==> src/rtl/mem_tile_reader_pkg.sv <==
// Shared memory-bus types plus the tile reader's state and reorder-slot definitions.
// Bus widths: 32-bit line address, 64-bit line, 4-bit transaction tag (0 means none).
package mem_tile_reader_pkg;

  localparam int ADDR_W  = 32;
  localparam int BLOCK_W = 64;
  localparam int TAG_W   = 4;

  typedef logic [ADDR_W-1:0]  ADDR;
  typedef logic [BLOCK_W-1:0] MEM_BLOCK;
  typedef logic [TAG_W-1:0]   MEM_TAG;

  typedef enum logic [1:0] {
    MEM_NONE  = 2'h0,
    MEM_LOAD  = 2'h1,
    MEM_STORE = 2'h2
  } MEM_COMMAND;

  typedef enum logic [1:0] {
    IDLE  = 2'h0,
    ISSUE = 2'h1,
    WAIT  = 2'h2,
    FIN   = 2'h3
  } TILE_RD_STATE;

  typedef struct packed {
    logic     pending;
    logic     filled;
    MEM_TAG   tag;
    MEM_BLOCK data;
  } TILE_ROB_ENTRY;

endpackage

==> src/rtl/mem_tile_reader_rob.sv <==
// tile_rob: reorder slots with tag CAM on the return path and a registered head-slot view.
// A return is visible on head_vld one cycle later; a drained slot is free from the next cycle.
module tile_rob
  import mem_tile_reader_pkg::*;
#(
  parameter int DEPTH = 8
) (
  input  logic                     clk,
  input  logic                     rst,
  input  logic                     alloc_en,
  input  logic [$clog2(DEPTH)-1:0] alloc_idx,
  input  MEM_TAG                   alloc_tag,
  input  MEM_TAG                   ret_tag,
  input  MEM_BLOCK                 ret_data,
  input  logic                     drain_en,
  input  logic [$clog2(DEPTH)-1:0] head_idx,
  output logic                     head_vld,
  output MEM_BLOCK                 head_data
);

  TILE_ROB_ENTRY slot_q [DEPTH];
  TILE_ROB_ENTRY slot_d [DEPTH];

  always_comb begin
    slot_d = slot_q;
    // Tags from other requesters match nothing here and simply fall through.
    for (int i = 0; i < DEPTH; i++) begin
      if ((ret_tag != '0) && slot_q[i].pending && !slot_q[i].filled &&
          (slot_q[i].tag == ret_tag)) begin
        slot_d[i].pending = 1'b0;
        slot_d[i].filled  = 1'b1;
        slot_d[i].data    = ret_data;
      end
    end
    if (drain_en) begin
      slot_d[head_idx] = '0;
    end
    if (alloc_en) begin
      slot_d[alloc_idx] = '{pending: 1'b1, filled: 1'b0, tag: alloc_tag, data: '0};
    end
  end

  always_ff @(posedge clk or negedge rst) begin
    if (!rst) begin
      for (int i = 0; i < DEPTH; i++) begin
        slot_q[i] <= '0;
      end
    end else begin
      slot_q <= slot_d;
    end
  end

  assign head_vld  = slot_q[head_idx].filled;
  assign head_data = slot_q[head_idx].data;

endmodule

==> src/rtl/mem_tile_reader.sv <==
// mem_tile_reader: one MEM_LOAD per 64-bit line, returns reordered and streamed in address order.
// First load the cycle after start; return-to-out_valid 1 cycle; out_ready low stalls issue at ROB_DEPTH outstanding.
module mem_tile_reader
  import mem_tile_reader_pkg::*;
#(
  parameter int LINES_MAX = 64,
  parameter int ROB_DEPTH = 8
) (
  input  logic                           clk,
  input  logic                           rst,
  input  logic                           start,
  input  ADDR                            base_addr,
  input  logic [$clog2(LINES_MAX+1)-1:0] num_lines,
  input  logic                           bus_grant,
  output MEM_COMMAND                     proc2mem_command,
  output ADDR                            proc2mem_addr,
  output MEM_BLOCK                       proc2mem_data,
  input  MEM_TAG                         mem2proc_transaction_tag,
  input  MEM_BLOCK                       mem2proc_data,
  input  MEM_TAG                         mem2proc_data_tag,
  output logic                           out_valid,
  input  logic                           out_ready,
  output MEM_BLOCK                       out_data,
  output logic                           out_last,
  output logic                           busy,
  output logic                           done
);

  localparam int          CW      = $clog2(LINES_MAX + 1);
  localparam int          IW      = $clog2(ROB_DEPTH);
  localparam logic [CW:0] ROB_LIM = (CW + 1)'(ROB_DEPTH);

  TILE_RD_STATE  state_q, state_d;
  ADDR           base_q, base_d;
  logic [CW-1:0] num_q, num_d;
  logic [CW-1:0] issue_q, issue_d;
  logic [CW-1:0] drain_q, drain_d;
  logic [CW-1:0] inflight, last_idx;
  logic          issue_ok, accept, beat_fire, head_vld;

  assign inflight = issue_q - drain_q;
  assign last_idx = num_q - CW'(1);

  // Occupancy uses registered counters, so a slot drained this cycle is reusable only next cycle.
  assign issue_ok  = (state_q == ISSUE) && bus_grant &&
                     ({1'b0, inflight} < ROB_LIM) && (issue_q < num_q);
  assign accept    = issue_ok && (mem2proc_transaction_tag != '0);
  assign beat_fire = out_valid && out_ready;

  assign proc2mem_command = issue_ok ? MEM_LOAD : MEM_NONE;
  assign proc2mem_addr    = issue_ok ? (base_q + {{(ADDR_W-CW-3){1'b0}}, issue_q, 3'b000}) : '0;
  assign proc2mem_data    = '0;

  assign out_valid = head_vld;
  assign out_last  = head_vld && (drain_q == last_idx);
  assign busy      = (state_q == ISSUE) || (state_q == WAIT);
  assign done      = (state_q == FIN);

  always_comb begin
    state_d = state_q;
    base_d  = base_q;
    num_d   = num_q;
    issue_d = issue_q;
    drain_d = drain_q;
    if (accept) begin
      issue_d = issue_q + CW'(1);
    end
    if (beat_fire) begin
      drain_d = drain_q + CW'(1);
    end
    case (state_q)
      IDLE: begin
        if (start) begin
          if (num_lines == '0) begin
            state_d = FIN;
          end else begin
            base_d  = {base_addr[ADDR_W-1:3], 3'b000};
            num_d   = num_lines;
            issue_d = '0;
            drain_d = '0;
            state_d = ISSUE;
          end
        end
      end
      ISSUE: begin
        if (accept && (issue_q == last_idx)) begin
          state_d = WAIT;
        end
      end
      WAIT: begin
        if (beat_fire && (drain_q == last_idx)) begin
          state_d = FIN;
        end
      end
      FIN: begin
        state_d = IDLE;
      end
      default: begin
        state_d = IDLE;
      end
    endcase
  end

  always_ff @(posedge clk or negedge rst) begin
    if (!rst) begin
      state_q <= IDLE;
      base_q  <= '0;
      num_q   <= '0;
      issue_q <= '0;
      drain_q <= '0;
    end else begin
      state_q <= state_d;
      base_q  <= base_d;
      num_q   <= num_d;
      issue_q <= issue_d;
      drain_q <= drain_d;
    end
  end

  tile_rob #(
    .DEPTH(ROB_DEPTH)
  ) u_rob (
    .clk       (clk),
    .rst       (rst),
    .alloc_en  (accept),
    .alloc_idx (issue_q[IW-1:0]),
    .alloc_tag (mem2proc_transaction_tag),
    .ret_tag   (mem2proc_data_tag),
    .ret_data  (mem2proc_data),
    .drain_en  (beat_fire),
    .head_idx  (drain_q[IW-1:0]),
    .head_vld  (head_vld),
    .head_data (out_data)
  );

endmodule

==> config.mk <==
export PLATFORM = sky130hd
export DESIGN_NAME = mem_tile_reader
export DESIGN_NICKNAME = d
export VERILOG_FILES = /design/src/rtl/mem_tile_reader_pkg.sv /design/src/rtl/mem_tile_reader_rob.sv /design/src/rtl/mem_tile_reader.sv
export SDC_FILE = /design/constraint.sdc
export NUM_CORES = 2
export LEC_CHECK = 0
export ABC_AREA = 1
export CORE_ASPECT_RATIO = 0.6
export CORE_MARGIN = 2
export CORE_UTILIZATION = 35
export DETAILED_ROUTE_END_ITERATION = 16
export GPL_TIMING_DRIVEN = 0
export PLACE_DENSITY_LB_ADDON = 0.25
export REMOVE_ABC_BUFFERS = 1
export SLEW_MARGIN = 20
export SYNTH_ARGS = -nofsm -noshare
export SYNTH_HDL_FRONTEND = slang
export SYNTH_SLANG_ARGS = --single-unit
==> constraint.sdc <==
create_clock -name clk -period 2.4 [get_ports clk]
set_input_delay 0.48 -clock clk [delete_from_list [all_inputs] [get_ports clk]]
set_output_delay 0.48 -clock clk [all_outputs]
set_load 0.03 [all_outputs]
# [Word level (Yosys, flattened, before mapping)]
# Index checks and enable logic that the tools add are counted.
[word_totals] output_inout_bits=166 regBits=612 mem_count=0 latch_bits=0 in_bits=116 ram_bits=0 mem_bits_ro=0
[classes] mux=41 n_bitwise=5 div=0 multipliers=0 magnitude_cmp=6 n_addsub=5 n_reduce_logical=49 eq_ne=16 n_shift=0
[ops] operator="560-bit 2-to-1 mux" n=2
[ops] operator="560-bit bitwise AND" n=1
[ops] operator="560-bit bitwise mux" n=1
[ops] operator="560-bit NOT" n=1
[ops] operator="64-bit 2-to-1 mux" n=8
[ops] operator="70-bit demux with 3-bit select" n=2
[ops] operator="70-bit binary-select mux with 3-bit select" n=1
[ops] operator="70-bit 2-to-1 mux" n=2
[ops] operator="69-bit 2-to-1 mux" n=2
[ops] operator="7-bit 2-to-1 mux" n=8
[ops] operator="1-bit logical AND" n=34
[ops] operator="32-bit by 10-bit adder with 32-bit output" n=1
[ops] operator="4-bit == test" n=8
[ops] operator="32-bit 2-to-1 mux" n=1
[ops] operator="2-bit 2-to-1 mux" n=12
[ops] operator="7-bit by 1-bit adder with 7-bit output (second input constant)" n=2
[ops] operator="7-bit == test" n=2
[ops] operator="4-bit >= comparator (second input constant)" n=2
[ops] operator="1-bit zero test" n=8
[ops] operator="4-bit by 1-bit less-than comparator with 1-bit output (second input constant)" n=2
[ops] operator="3-bit NOT with 4-bit output" n=2
[ops] operator="2-bit one-hot mux with 4 select lines" n=1
[ops] operator="4-bit nonzero test" n=2
[ops] operator="7-bit zero test" n=1
[ops] operator="13 further kinds" n=16

# [Logic depth before layout (Yosys ltp)]
[depth] depth_word=10 mapped_depth=18 mapped_depth_nobuf=16

# [Cells and area by module]
# A second synthesis with hierarchy kept.
[unflattened] cells_unflattened=5593 hier_area_um2=37772.5
[by_module_without_submodules] mod="tile_rob" n_inst=1 cells_each=4881 area_per_inst_um2=33100.5
[by_module_without_submodules] mod="mem_tile_reader" n_inst=1 cells_each=712 area_per_inst_um2=4672.0

# [Least setup slack after synthesis]
# No wires, ideal clock.
[synth_path] path_kind="register to output" start="register issue_q[4]" end="output proc2mem_addr[5]" path_slack_ns=-0.543 t_arrival_ns=2.463 path_stages_with_launch=12 required_time_ns=1.920 cell_sequence="dfrtp_1 ha_1 nand2_1 inv_1 a21oi_1 nand2_1 nand2_1 nand2_1 nor2_2 nand2_1 clkbuf_1 nor3b_1"
[synth_via] elab_chain_cells=5
[synth_lines] element="start, declared" line="mem_tile_reader.sv:36" rtl="logic [CW-1:0] issue_q, issue_d;"
[synth_lines] element="start signal, assigned" line="mem_tile_reader.sv:115" rtl="issue_q <= issue_d;"
[synth_lines] element="7-bit subtractor" line="mem_tile_reader.sv:41" rtl="assign inflight = issue_q - drain_q;"
[synth_lines] element="7-bit by 4-bit less-than comparator with 1-bit output" line="mem_tile_reader.sv:46" rtl="({1'b0, inflight} < ROB_LIM) && (issue_q < num_q);"
[synth_lines] element="1-bit logical AND" line="mem_tile_reader.sv:45" rtl="assign issue_ok = (state_q == ISSUE) && bus_grant &&"
[synth_lines] element="1-bit logical AND *" line="mem_tile_reader.sv:46"
[synth_lines] element="32-bit 2-to-1 mux *" line="mem_tile_reader.sv:51" rtl="assign proc2mem_addr = issue_ok ? (base_q + {{(ADDR_W-CW-3){1'b0}}, issue_q, 3'b000}) : '0;"
[synth_lines] element="end, declared" line="mem_tile_reader.sv:16" rtl="output ADDR proc2mem_addr,"
# Mark *: on every way between the ends. The rest lies on a longest branch, timed or not.

# [Final worst setup path]
[layout_path] start="register issue_q[4]" end="output proc2mem_addr[30]"
[layout_via] elab_chain_cells=5
[layout_lines] element="7-bit subtractor" line="mem_tile_reader.sv:41"
[layout_lines] element="7-bit by 4-bit less-than comparator with 1-bit output" line="mem_tile_reader.sv:46"
[layout_lines] element="1-bit logical AND" line="mem_tile_reader.sv:45"
[layout_lines] element="1-bit logical AND" line="mem_tile_reader.sv:46"
[layout_lines] element="32-bit 2-to-1 mux *" line="mem_tile_reader.sv:51"
# Marked as above.

==> results.sh <==
export IMPL_whs_ns=0.349
export IMPL_cts_made_buffers=61
export IMPL_worst_slack_ns=-1.07
export IMPL_cp_cell_sequence="ha_4 > nand2_4 > inv_1 > nand2_1 > nand4_1 > nand2_2 > nor2_4 > buf_12 > nand2_8 > clkinvlp_4 > o21ai_1 > a21oi_1 > buf_4"
export IMPL_violations="setup timing"
export IMPL_clk_pin_slew_worst_paths_ns=0.07
export IMPL_yosys_cell_count_top_type="nand2_1"
export IMPL_syn_to_final_growth_pct=38.3
export IMPL_first_iter_violations=3684
export IMPL_ctsHtreeMaxLevel=2
export IMPL_required_ns=1.92
export IMPL_synth_commonest_cells="944 x nand2_1, 612 x dfrtp_1, 587 x nor2_1"
export IMPL_insertion_delay_ns=0.67
export IMPL_outcome="finished, violations left"
export IMPL_critPathLaunchType="flip-flop"
export IMPL_critPathMaxFanout=6
export IMPL_ys_flop_type="dfrtp_1"
export IMPL_yosysUniqueCellTypes=45
export IMPL_power_leakage_nw=20.6
export IMPL_cts_root_buf="clkbuf_16"
export IMPL_seqCellArea_sq_um=15300
export IMPL_synth_top_area_share=0.468
export IMPL_io_pins=282
export IMPL_die_h_um=241
export IMPL_synth_edf_count=0
export IMPL_initial_utilization=0.355
export IMPL_max_cap_viol_count=0
export IMPL_grt_max_degree=92
export IMPL_grt_pass1_vias=29400
export IMPL_r2r_cells=19
export IMPL_viasPerCell=5.40
export IMPL_multi_input_area_sq_um=16900
export IMPL_num_rows=86
export IMPL_clockBufferDepth=3
export IMPL_cellPowerDensity_nw_per_um2=904
export IMPL_setup_viol_count_final=671
export IMPL_first_pass_iters=6
export IMPL_clock_skew_ns=0.0244
export IMPL_cts_tree="yes"
export IMPL_syn_inst=4336
export IMPL_rsz0062_at_grt="true"
export IMPL_max_freq_mhz=289
export IMPL_ir_drop_uv=625
export IMPL_synthesis_area_sq_um=32700
export IMPL_worstSetupEndpointType="output pin"
export IMPL_synth_warnings=0
export IMPL_final_nets=4841
export IMPL_wl_per_cell_um=23.0
export IMPL_die_x_um=399
export IMPL_grt_usage=0.262
export IMPL_antenna_found_initial=9
export IMPL_synth_seq_area_share=0.468
export IMPL_cp_arrival_ns=2.99
export IMPL_final_min_clock_period_ns=3.47
export IMPL_hp_class="in -> async"
export IMPL_fin_crit_sh=1.44
export IMPL_post_route_drc_count=0
export IMPL_endpoint="proc2mem_addr[30]"
export IMPL_final_area_sq_um=45300
export IMPL_crit_path_start="issue_q[4]"
export IMPL_placed_area_sq_um=37200
export IMPL_portBuffers=210
export IMPL_antenna_left=0
export IMPL_die_area_sq_um=96100
export IMPL_core_area_sq_um=92200
export IMPL_rrSetupSlack_ns=-0.92
export IMPL_nFillCells=8510
export IMPL_place_detailed_hpwl_um=71800
export IMPL_finalMaxSlewViolations=0
export IMPL_synth_avg_cell_area_sq_um=7.55
export IMPL_synth_seq_cells=612
export IMPL_finalHoldViolCount=0
export IMPL_vias=32300
export IMPL_reg2reg_from="drain_q[0]"
export IMPL_drive_gt1_frac=0.234
export IMPL_gr_total_overflow=0
export IMPL_synthArstFlopShare=1.00
export IMPL_critPathKind="reg -> out"
export IMPL_slew_headroom=0.196
export IMPL_r2r_end="u_rob.slot_q[420]"
export IMPL_place_congestion=0.846
export IMPL_cts_sinks=612
export IMPL_slowest_stage="dfrtp_2"
export IMPL_synth_top_area_cell="dfrtp_1"
export IMPL_drt_wl_total_um=138000
export IMPL_ys_top_cells_by_area="dfrtp_1 47%, nand2_1 11%, o21ai_0 7.8%"
export IMPL_critical_path_max_stage_delay_ns=0.50
export IMPL_grt_pass1_wl_um=191000
export IMPL_worst_pin_slew_ns=1.20
-- power breakdown --
part / switching [mW] / internal (mW) / total (mW)
Sequential: 0.858 / 11.4 / 12.3
Clock: 4.51 / 5.78 / 10.3
Combinational: 11.3 / 7.10 / 18.4
-- cell type report --
class / instances / share of cell area
Clock buffer: 94 / 0.0404
Multi-Input combinational cell: 2964 / 0.372
Timing Repair Buffer: 569 / 0.166
Sequential cell: 612 / 0.339
Timing Repair inverter: 5 / 0.000884
Antenna cell: 9 / 0.000497
Clock inverter: 17 / 0.00536
Inverter: 484 / 0.0418
Tap cell: 1232 / 0.0340
-- cell usage in the layout, fill, tap and decap left out, types with 16 or more instances in the layout --
master           count
nand2_1            863
dfrtp_1            600
nor2_1             526
inv_1              460
o21ai_0            444
a21oi_1            241
buf_4              179
or2_2              129
clkdlybuf4s50_1    112
buf_6              110
nand3_1             94
clkbuf_16           82
nand4_1             80
conb_1              68
buf_16              62
nor2_4              57
buf_12              53
nand2_2             52
o21ai_2             37
nand2_4             33
a221oi_4            33
a221oi_2            32
o21ai_1             29
buf_8               27
a21oi_2             24
o211ai_1            18
o221ai_1            17
o221ai_2            16
clkbuf_1            16
clkbuf_8            16
-- critical path, delay by kind of cell, from the launching register on --
family	cells	cell delay, ns
AND/OR/NAND/NOR	6	0.69
adder cells (fa/ha/maj)	1	0.35
AO/OA/AOI/OAI	2	0.20
flip-flops	1	0.50
buffers and inverters	4	0.58
-- metrics by stage --
| step | total power [mW] | utilization | instances | setup slack, ns | TNS [ns] |
|---|---|---|---|---|---|
| final | 41.0 | 0.491 | 5986 | -1.07 | -457.07 |
| after global routing | 42.5 | 0.491 | 5983 | -1.16 | -477.87 |
| after CTS | 37.8 | 0.452 | 5830 | -1.03 | -366.12 |
| after detailed placement | 24.9 | 0.403 | 5602 | -2.81 | -1580.03 |
| after global placement | 21.3 | 0.377 | 5493 | -28.44 | - |
| after floorplan | 18.8 | - | 4051 | -5.81 | -3523.78 |
-- flip-flops by register name, indices dropped and copies added, names as in the netlist --
name	flops
drain_q	7
state_q	2
u_rob.slot_q	560
base_q	29
num_q	7
issue_q	7
-- kinds of logic (layout without fill, tap and decap cells) --
| family | count (synthesis) | after routing | synth area share |
|---|---|---|---|
| AO/OA/AOI/OAI | 962 | 963 | 0.165 |
| XOR/XNOR | 8 | 8 | 0.00214 |
| adder cells (fa/ha/maj) | 28 | 28 | 0.0109 |
| buffers and inverters | 836 | 1169 | 0.113 |
| flip-flops | 612 | 612 | 0.468 |
| other | 1 | 77 | 0.000115 |
| AND/OR/NAND/NOR | 1889 | 1897 | 0.241 |
-- what timing repair did --
action,4_1_cts,5_1_grt
gates cloned,28,27
endpoints found under the setup margin,673,682
hold buffers,1,0
gates resized for setup,806,586
setup buffers,88,125
endpoints found under the hold margin,56,0
pin swaps,55,131
-- routing by layer --
layer / track usage / vias to the layer above / part of all wire
li1: - / 14600 / -
met1: 0.383 / 15700 / 0.42
met2: 0.395 / 1728 / 0.44
met3: 0.0467 / 323 / 0.10
met4: 0.0749 / 4 / 0.034
met5: 0 / - / 0.00012
-- how the worst min path moves through the flow --
stage                        startpoint                 to  slack, ns  depth (start not counted)
after global routing      base_addr[30]         base_q[30]       0.37                          3
final                               rst  u_rob.slot_q[187]       0.35                          2
after detailed placement            rst  u_rob.slot_q[187]       0.46                          1
after CTS                 base_addr[31]         base_q[31]       0.33                          3
after global placement        base_q[3]          base_q[3]       0.47                          2
after floorplan                     rst         base_q[10]       0.18                          0
Note: power is estimated with default switching activity, not from simulation.
